### src/rtl/pc_seq_if.sv
// Fetch-control bundle between the decode/branch-resolve logic (master)
// and the PC sequencer (slave).
interface pc_seq_if #(
  parameter int PC_WIDTH  = 32,
  parameter int RAS_DEPTH = 4
);
  localparam int CNT_W = $clog2(RAS_DEPTH) + 1;

  logic                       stall;
  logic                       pcsel;
  logic signed [PC_WIDTH-1:0] ain;
  logic                       jump;
  logic                       call;
  logic                       ret;
  logic        [PC_WIDTH-1:0] jtarget;
  logic        [PC_WIDTH-1:0] aout;
  logic                       halted;
  logic        [CNT_W-1:0]    ras_count;
  logic                       ras_ovf;
  logic                       ras_unf;

  modport master (
    output stall, pcsel, ain, jump, call, ret, jtarget,
    input  aout, halted, ras_count, ras_ovf, ras_unf
  );

  modport slave (
    input  stall, pcsel, ain, jump, call, ret, jtarget,
    output aout, halted, ras_count, ras_ovf, ras_unf
  );
endinterface

### src/rtl/pc_seq_unit.sv
// Program-counter sequencer: increment, relative branch, absolute jump,
// call/return through a small return-address stack, stall and end-of-program halt.
module pc_seq_unit #(
  parameter int PC_WIDTH  = 32,
  parameter int MAX_ADDR  = 255,
  parameter int RAS_DEPTH = 4
) (
  input  logic     clk,
  input  logic     reset,
  pc_seq_if.slave  bus
);
  localparam int CNT_W = $clog2(RAS_DEPTH) + 1;
  localparam int PTR_W = $clog2(RAS_DEPTH);

  logic [PC_WIDTH-1:0] aout_q, aout_d;
  logic                halted_q, halted_d;
  logic [CNT_W-1:0]    cnt_q, cnt_d;
  logic                ovf_q, ovf_d;
  logic                unf_q, unf_d;
  logic [PC_WIDTH-1:0] ras_q [RAS_DEPTH];
  logic [PC_WIDTH-1:0] ras_d [RAS_DEPTH];

  logic [PC_WIDTH-1:0] pc_inc;
  logic [PTR_W-1:0]    wr_idx;
  logic [PTR_W-1:0]    rd_idx;
  logic                ras_empty;
  logic                ras_full;

  always_comb begin
    pc_inc    = aout_q + PC_WIDTH'(1);
    wr_idx    = PTR_W'(cnt_q);
    rd_idx    = PTR_W'(cnt_q - CNT_W'(1));
    ras_empty = (cnt_q == '0);
    ras_full  = (cnt_q == CNT_W'(RAS_DEPTH));

    aout_d   = aout_q;
    halted_d = halted_q;
    cnt_d    = cnt_q;
    ovf_d    = ovf_q;
    unf_d    = unf_q;
    ras_d    = ras_q;

    // Reaching the last address freezes everything until reset; a halted
    // unit ignores all controls, so only the running case needs decoding.
    if (!halted_q) begin
      if (aout_q == PC_WIDTH'(MAX_ADDR)) begin
        halted_d = 1'b1;
      end else if (!bus.stall) begin
        if (bus.ret) begin
          if (!ras_empty) begin
            aout_d = ras_q[rd_idx];
            cnt_d  = cnt_q - CNT_W'(1);
          end else begin
            aout_d = pc_inc;
            unf_d  = 1'b1;
          end
        end else if (bus.call) begin
          aout_d = bus.jtarget;
          if (!ras_full) begin
            ras_d[wr_idx] = pc_inc;
            cnt_d         = cnt_q + CNT_W'(1);
          end else begin
            ovf_d = 1'b1;
          end
        end else if (bus.jump) begin
          aout_d = bus.jtarget;
        end else if (bus.pcsel) begin
          aout_d = pc_inc + $unsigned(bus.ain);
        end else begin
          aout_d = pc_inc;
        end
      end
    end
  end

  always_ff @(posedge clk) begin
    if (!reset) begin
      aout_q   <= '0;
      halted_q <= 1'b0;
      cnt_q    <= '0;
      ovf_q    <= 1'b0;
      unf_q    <= 1'b0;
    end else begin
      aout_q   <= aout_d;
      halted_q <= halted_d;
      cnt_q    <= cnt_d;
      ovf_q    <= ovf_d;
      unf_q    <= unf_d;
    end
  end

  // Stack contents are only meaningful below cnt_q, so they need no reset.
  always_ff @(posedge clk) begin
    ras_q <= ras_d;
  end

  assign bus.aout      = aout_q;
  assign bus.halted    = halted_q;
  assign bus.ras_count = cnt_q;
  assign bus.ras_ovf   = ovf_q;
  assign bus.ras_unf   = unf_q;
endmodule

### src/flat_wrapper.sv
// flat-port wrapper written by rule: the top's interface ports become plain ports
module pc_seq_unit_flat 
#(
  parameter int PC_WIDTH  = 32,
  parameter int MAX_ADDR  = 255,
  parameter int RAS_DEPTH = 4
)
  (clk, reset, bus_stall, bus_pcsel, bus_ain, bus_jump, bus_call, bus_ret, bus_jtarget, bus_aout, bus_halted, bus_ras_count, bus_ras_ovf, bus_ras_unf);
  pc_seq_if #(.PC_WIDTH(PC_WIDTH), .RAS_DEPTH(RAS_DEPTH)) bus_i ();
  input  logic clk;
  input  logic reset;
  input wire logic [$bits(bus_i.stall)-1:0] bus_stall;
  input wire logic [$bits(bus_i.pcsel)-1:0] bus_pcsel;
  input wire logic [$bits(bus_i.ain)-1:0] bus_ain;
  input wire logic [$bits(bus_i.jump)-1:0] bus_jump;
  input wire logic [$bits(bus_i.call)-1:0] bus_call;
  input wire logic [$bits(bus_i.ret)-1:0] bus_ret;
  input wire logic [$bits(bus_i.jtarget)-1:0] bus_jtarget;
  output wire logic [$bits(bus_i.aout)-1:0] bus_aout;
  output wire logic [$bits(bus_i.halted)-1:0] bus_halted;
  output wire logic [$bits(bus_i.ras_count)-1:0] bus_ras_count;
  output wire logic [$bits(bus_i.ras_ovf)-1:0] bus_ras_ovf;
  output wire logic [$bits(bus_i.ras_unf)-1:0] bus_ras_unf;
  assign bus_i.stall = bus_stall;
  assign bus_i.pcsel = bus_pcsel;
  assign bus_i.ain = bus_ain;
  assign bus_i.jump = bus_jump;
  assign bus_i.call = bus_call;
  assign bus_i.ret = bus_ret;
  assign bus_i.jtarget = bus_jtarget;
  assign bus_aout = bus_i.aout;
  assign bus_halted = bus_i.halted;
  assign bus_ras_count = bus_i.ras_count;
  assign bus_ras_ovf = bus_i.ras_ovf;
  assign bus_ras_unf = bus_i.ras_unf;
  pc_seq_unit #(.PC_WIDTH(PC_WIDTH), .MAX_ADDR(MAX_ADDR), .RAS_DEPTH(RAS_DEPTH)) u_core (.clk(clk), .reset(reset), .bus(bus_i));
endmodule
### config.mk
export PLATFORM = sky130hd
export DESIGN_NAME = pc_seq_unit_flat
export DESIGN_NICKNAME = d
export VERILOG_FILES = /design/src/rtl/pc_seq_if.sv /design/src/rtl/pc_seq_unit.sv /design/src/flat_wrapper.sv
export SDC_FILE = /design/constraint.sdc
export NUM_CORES = 1
export LEC_CHECK = 0
export ABC_AREA = 1
export CORE_MARGIN = 2
export CORE_UTILIZATION = 54
export CTS_BUF_LIST = sky130_fd_sc_hd__clkbuf_4
export DETAILED_ROUTE_END_ITERATION = 7
export PLACE_DENSITY = 0.76
export SLEW_MARGIN = 30
export SYNTH_ARGS = -nofsm -noshare
export SYNTH_HDL_FRONTEND = slang
export SYNTH_SLANG_ARGS = --single-unit
### constraint.sdc
create_clock -name clk -period 3 [get_ports clk]
set_input_delay 0.6 -clock clk [delete_from_list [all_inputs] [get_ports clk]]
set_output_delay 0.6 -clock clk [all_outputs]
set_load 0.03 [all_outputs]
# == After elaboration in Yosys (flattened, before gate mapping) ==
# Index checks and enable logic that the tools add are counted.
# word_totals
register_bits,166
in_bits,71
out_inout_bits,38
# classes
addsub,4
magnitude_cmp,3
n_eq_ne,4
mux,17
bitwise,7
n_reduce_logical,8
# ops
op,count
$mux W32,8
$bwmux W128,1
$bmux W32 S2,1
$demux W32 S2,1
$add A32 B1 Y32 const B,1
$add A32 B32 Y32,1
$eq A32 B8 Y1 const B,1
$reduce_and A6 Y1,3
$mux W3,4
$ge A3 B3 Y1 const B,2
$not A2 Y3,2
$not A1 Y1,5
$reduce_and A5 Y1,1
$ne A2 B2 Y1 const B,2
$add A3 B1 Y3 const B,1
$eq A3 B3 Y1 const B,1
$logic_not A3 Y1,1
$lt A3 B1 Y1 const B,1
$reduce_and A3 Y1,1
$sub A3 B1 Y3 const B,1
$mux W1,2
$reduce_bool A2 Y1,1
$logic_and A1 B1 Y1,1

# == Depth between registers and ports, before layout ==
# Gate-level depths: netlist of run 1.
# depth
depth_word,7
depth_mapped,26
ltp_nobuf,26

# == Worst setup path before layout of run 1 ==
# Ideal clock, no wire load.
# synth_timing
kind,register to register
start,reg u_core.cnt_q[0] (netlist: u_core.bus.ras_count[0])
end,"reg u_core.ras_q[0] in the netlist's numbering, enable pin"
setup_ns,0.421
t_arrival_ns,3.077
required_time_ns,2.579
slack_ns,-0.498
stages_incl_launch_ff,10
path_buffers,2
path_cell_list,dfxtp_1 inv_1 buf_2 buf_1 ha_1 nand2_1 nand2_1 nor2_1 nand2_1 nor2_1
# synth_between
elab_chain_len,3
# synth_lines
element,line_no,rtl
start: declaration,pc_seq_unit.sv:17,"logic [CNT_W-1:0] cnt_q, cnt_d;"
start signal: assignment,pc_seq_unit.sv:86,cnt_q <= cnt_d;
$eq A3 B3 Y1,pc_seq_unit.sv:34,ras_full = (cnt_q == CNT_W'(RAS_DEPTH));
$not A1 Y1 (no line),n/a,
$reduce_and A6 Y1 (no line),n/a,
end signal: assignment,pc_seq_unit.sv:94,ras_q <= ras_d;
end: declaration,pc_seq_unit.sv:20,logic [PC_WIDTH-1:0] ras_q [RAS_DEPTH];
# No other way between the ends.
# A chain may end at the register's enable or synchronous reset.

# == Final worst setup path of run 1 ==
# layout_timing
start,reg u_core.aout_q[1] (netlist: u_core.bus.aout[1])
end,reg u_core.aout_q[20] (netlist: u_core.bus.aout[20])
# layout_between
elab_chain_len,6
# layout_lines
element,line_no,rtl
start: declaration,pc_seq_unit.sv:15,"logic [PC_WIDTH-1:0] aout_q, aout_d;"
start signal: assignment,pc_seq_unit.sv:84,aout_q <= aout_d;
$add A32 B1 Y32,pc_seq_unit.sv:30,pc_inc = aout_q + PC_WIDTH'(1);
via u_core.pc_inc[11],pc_seq_unit.sv:23,logic [PC_WIDTH-1:0] pc_inc;
$add A32 B32 Y32,pc_seq_unit.sv:68,aout_d = pc_inc + $unsigned(bus.ain);
$mux W32,pc_seq_unit.sv:67,end else if (bus.pcsel) begin
$mux W32,pc_seq_unit.sv:65,end else if (bus.jump) begin
$mux W32,pc_seq_unit.sv:57,end else if (bus.call) begin
$mux W32,pc_seq_unit.sv:49,if (bus.ret) begin
# The timed path passes the listed nets, and every way through them passes these cells.

==> results.yml, run 1 <==
global_routing:
  grt.overflow.total: 0
  track_usage_pct: 33.2
  grt_pass1_vias: 10262
  grt_max_degree: 68
  antenna_found_initial: 1
  grt_pass1_wl_um: 54500
clock_network:
  numCtsBuffers: 17
  clk_latency_ns: 0.56
  cts_tree: "yes"
  htree_levels: 4
  cts_num_sinks: 166
  clock-root-buffer: "clkbuf_4"
  clkTransAtPathRegs_ns: 0.17
  clock_path_buffers: 2
route:
  ant_nets: 0
  vias: 11397
  wl_um: 37400
  wl_per_cell_um: 18.6
  drc: 0
  vias_per_cell: 5.68
  drtIter0Drc: 1321
  firstDrtPassIters: 7
logic_synthesis:
  synth_fp_nets: 1551
  synthesis.area_sq_mm: 0.0108
  ys_seq_elements: 166
  netlist_instances: 1435
  yosysUniqueCellTypes: 50
  synth-main-ff-cell: "edfxtp_1"
  synth-async-reset-ratio_pct: 0
  synth_edf_count: 128
  ys_seq_area_share_pct: 42.8
  yosys_warnings: 0
  synth.avg_cell_area_sq_um: 7.51
power:
  power.switching_mw: 2.27
  p_per_area_mw_per_mm2: 411
  combPwrFrac_pct: 36.2
  p_int_mw: 3.95
  p_clk_share_pct: 21.5
  power_switching_share_pct: 36.5
  ir_worst_vdd_uv: 263
  seq_power_share_pct: 42.3
  p_leak_nw: 6.53
status:
  status: "complete, but fails checks"
  violations: "setup timing"
cells_and_area:
  multi_input_area_sq_mm: 0.00641
  drive_above_1_share_pct: 30.0
  final_common_cell: "nand2_1"
  layout.nets: 1844
  fin_util_pct: 77.5
  syn2layout_area_growth_pct: 40.5
  register_area_sq_mm: 0.00465
  fill_cells: 1372
  layout_common_cells: "nand2_1, buf_4, inv_1"
floorplanning:
  rows: 51
  die_h_um: 145
  die_x_um: 145
  initial_utilization_pct: 55.2
  coreArea_sq_mm: 0.0195
  dieArea_sq_mm: 0.0211
  ioPinCount: 109
timing:
  finalCriticalPeriod_ns: 3.04
  setup_violations: 2
  clock_skew_ns: 0.0382
  rsz0062_at_grt: "yes"
  fmaxAchievable_ghz: 0.329
  worstMarginPinSlew_ns: 0.676
  final_max_slew_viol_count: 0
  worst_slack_ns: -0.0427
  hold_viol: 0
  fin_crit_sh_pct: 101
  max_slew_margin_pct: 54.9
critical_path:
  reg2reg_slack_ns: -0.04
  startpoint_type: "flop"
  rr_startpoint: "u_core.bus.aout[1]"
  path_class: "flop to flop"
  worstPathMaxFanout: 4
  worstPathArrival_ns: 3.48
  worstPathRequired_ns: 3.44
  r2r_end: "u_core.bus.aout[20]"
  rr_worst_depth: 20
  cp-end-kind: "flop"
run:
  maxCapViolations: 0
min_path:
  whs_path_depth: 2
  worstHoldStart: "u_core.bus.ras_ovf"
  min_to: "u_core.bus.ras_ovf"
  hp-class: "flop to flop"
placement:
  hpwl_um: 27100
  pre_cts_ws_ns: -0.147
  gp_congestion: 0.997
  numPortBuffers: 108
==> how the worst max path moves through the flow <==
stage,start,cells after the start,to
after global placement,u_core.bus.aout[3],22,u_core.bus.aout[25]
after detailed placement,u_core.bus.aout[12],21,u_core.bus.aout[25]
final,u_core.bus.aout[1],20,u_core.bus.aout[20]
after floorplan,u_core.bus.ras_count[0],9,u_core.ras_q[0]
after global routing,u_core.bus.aout[1],21,u_core.bus.aout[22]
after CTS,u_core.bus.aout[0],22,u_core.bus.aout[25]
==> cell families (layout without fill, tap and decap cells) <==
logic type	after synthesis	after routing	synth area share [%]
other	0	1	0
AO/OA/AOI/OAI	249	249	12.7
flip-flops	166	166	42.8
XOR/XNOR	38	38	3.30
buffers and inverters	212	518	7.73
AND/OR/NAND/NOR	725	725	28.3
adder cells (fa/ha/maj)	45	45	5.30
==> sequential cells by signal, indices dropped and copies added (netlist names) <==
name,count
u_core.bus.ras_unf,1
u_core.ras_q,128
u_core.bus.ras_ovf,1
u_core.bus.aout,32
u_core.bus.halted,1
u_core.bus.ras_count,3
==> routing by layer <==
metal	GRT usage (%)	share of wire, %
met5	0	0
met1	47.1	40
met4	11.0	3.7
met3	4.59	10
met2	52.6	46
==> metrics by stage <==
stage | setup TNS [ns] | cell area (sq um) | power, mW | hold WS, ns | std cells
global placement | -0.649 | 13400 | 4.54 | 0.440 | 1948
CTS | -0.0131 | 14000 | 5.91 | 0.466 | 1987
global route | -2.08 | 15100 | 6.47 | 0.512 | 2007
detailed placement | -0.772 | 13600 | 4.59 | 0.447 | 1952
floorplan | -63.78 | 10800 | 3.72 | 0.575 | 1435
finish | -0.0518 | 15100 | 6.22 | 0.467 | 2007
==> timing repair <==
| action | 4_1_cts | 5_1_grt |
|---|---|---|
| hold buffers | 0 | 0 |
| hold endpoints to repair | 0 | 0 |
| resized for setup | 37 | 234 |
| endpoints found under the setup margin | 18 | 24 |
| pin swaps | 11 | 102 |
| setup buffers | 3 | 21 |
==> cell usage after synthesis, drive strengths merged, types with 19 or more instances <==
| cell | number | share of area (%) |
|---|---|---|
| a21oi | 104 | 4.9 |
| clkbuf | 35 | 1.2 |
| dfxtp | 38 | 7.1 |
| edfxtp | 128 | 36 |
| ha | 44 | 5.1 |
| inv | 160 | 5.6 |
| nand2 | 456 | 16 |
| nand3 | 87 | 4.1 |
| nor2 | 140 | 5.5 |
| nor3 | 19 | 1.1 |
| o21ai | 99 | 4.6 |
| xor2 | 32 | 2.7 |
==> power groups by stage <==
stage	registers (mW)	clock network, mW	logic (mW)
after floorplan	2.76	0	0.961
after global placement	2.67	0	1.88
after detailed placement	2.67	0	1.92
after CTS	2.62	1.33	1.96
after global routing	2.64	1.43	2.41
final	2.63	1.34	2.25
==> critical path, cell delays in order (launching register included) <==
cell and delay [ns]:
dfxtp_4 0.41, nand2_2 0.07, nor2_4 0.19, nand2_4 0.10, nor2_4 0.15, xor2_1 0.17
buf_4 0.16, ha_1 0.25, nand2_1 0.10, nand2_1 0.09, o21bai_1 0.19, nand3b_1 0.23
buf_6 0.17, nand2_1 0.07, nand2_1 0.05, nand2_1 0.05, nand3_1 0.11, nand2_1 0.10
nand2_1 0.05, nand2_1 0.10, a21oi_1 0.08
==> layout make-up <==
cell class                      count  area share [%]
Tap cell                          265            2.19
Timing Repair Buffer              325            18.7
Antenna cell                        1          0.0165
Sequential cell                   166            30.7
Multi-Input combinational cell   1057            42.3
Inverter                          161            4.04
Clock inverter                     14            1.05
Clock buffer                       18           0.893
No activity file was read; power rests on OpenSTA's default activity.
==> run 2: changes to the inputs <==
--- a/config.mk
+++ b/config.mk
@@ -7,10 +7,10 @@
 export LEC_CHECK = 0
 export ABC_AREA = 1
 export CORE_MARGIN = 2
-export CORE_UTILIZATION = 54
+export CORE_UTILIZATION = 50
 export CTS_BUF_LIST = sky130_fd_sc_hd__clkbuf_4
 export DETAILED_ROUTE_END_ITERATION = 7
-export PLACE_DENSITY = 0.76
+export PLACE_DENSITY = 0.71
 export SLEW_MARGIN = 30
 export SYNTH_ARGS = -nofsm -noshare
 export SYNTH_HDL_FRONTEND = slang
==> results.yml, run 2 (same netlist as run 1, synthesis figures left out) <==
status:
  status: "complete, but fails checks"
  violations: "setup timing"
critical_path:
  worstPathRequired_ns: 3.50
  reg2reg_slack_ns: -0.07
  path_cells: "buf_6 > nand2_4 > nor2_4 > nand2_4 > nor2_4 > nand2_2 > o21ai_2 > inv_2 > ha_4 > nand2_4 > nor2_4 > nor3b_2 > nand2_1 > nand2_2 > nand2_2 > nand2_1 > nand2_1 > nand3_1 > nand2_1 > nand2_1 > nand2_2 > a21oi_2"
  cpPeakStageDelay_ns: 0.40
  rr_worst_depth: 22
  startpoint_type: "flop"
  crit_path_end: "u_core.bus.aout[22]"
  worstPathArrival_ns: 3.57
  cp_slowest_cell: "dfxtp_4"
  crit_path_frequent_cell: "nand2_1"
  rr_startpoint: "u_core.bus.aout[1]"
  startpoint: "u_core.bus.aout[1]"
  worstPathMaxFanout: 4
  r2r_end: "u_core.bus.aout[22]"
  path_class: "flop to flop"
  cp-end-kind: "flop"
timing:
  hold_viol: 0
  rsz0062_at_grt: "yes"
  fin_crit_sh_pct: 102
  fmaxAchievable_ghz: 0.326
  worst_slack_ns: -0.0705
  clock_skew_ns: 0.0299
  final_max_slew_viol_count: 0
  hold_ws_ns: 0.469
  max_slew_margin_pct: 54.0
  finalCriticalPeriod_ns: 3.07
  setup_violations: 8
  worstMarginPinSlew_ns: 0.690
global_routing:
  track_usage_pct: 31.9
  grt.overflow.total: 0
  grt_util_met3_pct: 3.91
  use_met1_pct: 46.1
  top_usage_layer: "met2"
  antenna_found_initial: 1
  grt_max_degree: 69
  grt_pass1_vias: 10246
  use_met2_pct: 50.2
  grt_pass1_wl_um: 55000
route:
  drc: 0
  ant_nets: 0
  drtIter0Drc: 1260
  wl_per_cell_um: 19.1
  firstDrtPassIters: 5
  vias: 11307
  wl_um: 37900
  vias_per_cell: 5.70
clock_network:
  clock_path_buffers: 2
  clk_latency_ns: 0.59
  cts_num_sinks: 166
  clkTransAtPathRegs_ns: 0.16
  numCtsBuffers: 17
  clock-root-buffer: "clkbuf_4"
  hold_buffers: 0
  htree_levels: 4
  cts_tree: "yes"
cells_and_area:
  final_common_cell: "nand2_1"
  fill_cells: 1634
  layout.nets: 1809
  stdcell_area_sq_mm: 0.0150
  layout_common_cells: "nand2_1, buf_4, inv_1"
  syn2layout_area_growth_pct: 39.2
  drive_above_1_share_pct: 28.4
  top_register: "u_core.ras_q"
  largest_reg_flops: 128
floorplanning:
  coreArea_sq_mm: 0.0211
  die_x_um: 151
  dieArea_sq_mm: 0.0227
  die_h_um: 151
  initial_utilization_pct: 51.1
  rows: 53
  ioPinCount: 109
placement:
  gp_congestion: 1.03
  placed_area_sq_mm: 0.0132
  hpwl_um: 26800
  numPortBuffers: 108
min_path:
  hp-class: "flop to flop"
power:
  p_per_area_mw_per_mm2: 426
  p_leak_nw: 6.34
  ir_worst_vdd_uv: 229
run:
  maxCapViolations: 0
-- run 2: layout make-up --
cell class	instances	area [sq um]	area share, %
sequential	166	4650	31.0
timing repair buffer	290	2510	16.8
clock inverter	14	196	1.31
tap	275	344	2.30
clock buffer	18	135	0.902
antenna	1	2.50	0.0167
inverter	161	619	4.13
multi-input combinational	1057	6530	43.5
-- run 2: timing repair --
action                                  CTS  global route
gates resized for setup                  57           224
setup buffers                             5            28
endpoints found under the setup margin   20            24
pin swaps                                 8            98
-- run 2: metrics by stage --
stage / cells / TNS [ns] / utilization (%) / setup slack, ns / total power, mW
finish: 1982 / -0.234 / 71.1 / -0.0705 / 6.39
global placement: 1916 / -1.07 / 62.5 / -0.166 / 4.49
detailed placement: 1916 / -1.62 / 62.5 / -0.219 / 4.52
CTS: 1953 / 0 / 65.5 / 0.0000118 / 6.04
global route: 1982 / -2.22 / 71.1 / -0.205 / 6.65
floorplan: 1435 / -63.78 / - / -0.498 / 3.72
-- run 2: worst max-delay path, delay by kind of cell, from the launching register on --
family | cells | cell delay (ns)
simple gates | 17 | 1.66
flops | 1 | 0.40
compound gates | 2 | 0.36
fa+ha+maj | 1 | 0.31
buf+inv | 2 | 0.24
-- run 2: worst min-delay path by stage --
| stage | to | cells past startpoint | from | slack [ns] |
|---|---|---|---|---|
| final | u_core.bus.ras_ovf | 2 | u_core.bus.ras_ovf | 0.47 |
| after global routing | u_core.bus.ras_ovf | 2 | u_core.bus.ras_ovf | 0.53 |
| after CTS | u_core.bus.ras_ovf | 2 | u_core.bus.ras_ovf | 0.47 |
| after detailed placement | u_core.bus.ras_ovf | 2 | u_core.bus.ras_ovf | 0.45 |
| after global placement | u_core.bus.ras_ovf | 2 | u_core.bus.ras_ovf | 0.44 |
| after floorplan | u_core.bus.ras_ovf | 2 | u_core.bus.ras_ovf | 0.57 |
-- run 2: report_power, final --
group	total (mW)	internal [mW]	switching (mW)
clock network	1.51	0.680	0.828
registers	2.63	2.57	0.0627
logic	2.25	0.901	1.35
-- run 2: per-layer routing --
metal  wire [um]  vias to the layer above
met3        3710                      114
met2       17200                      670
met4        1430                        0
met5           0                        -
li1            -                     5253
met1       15500                     5270
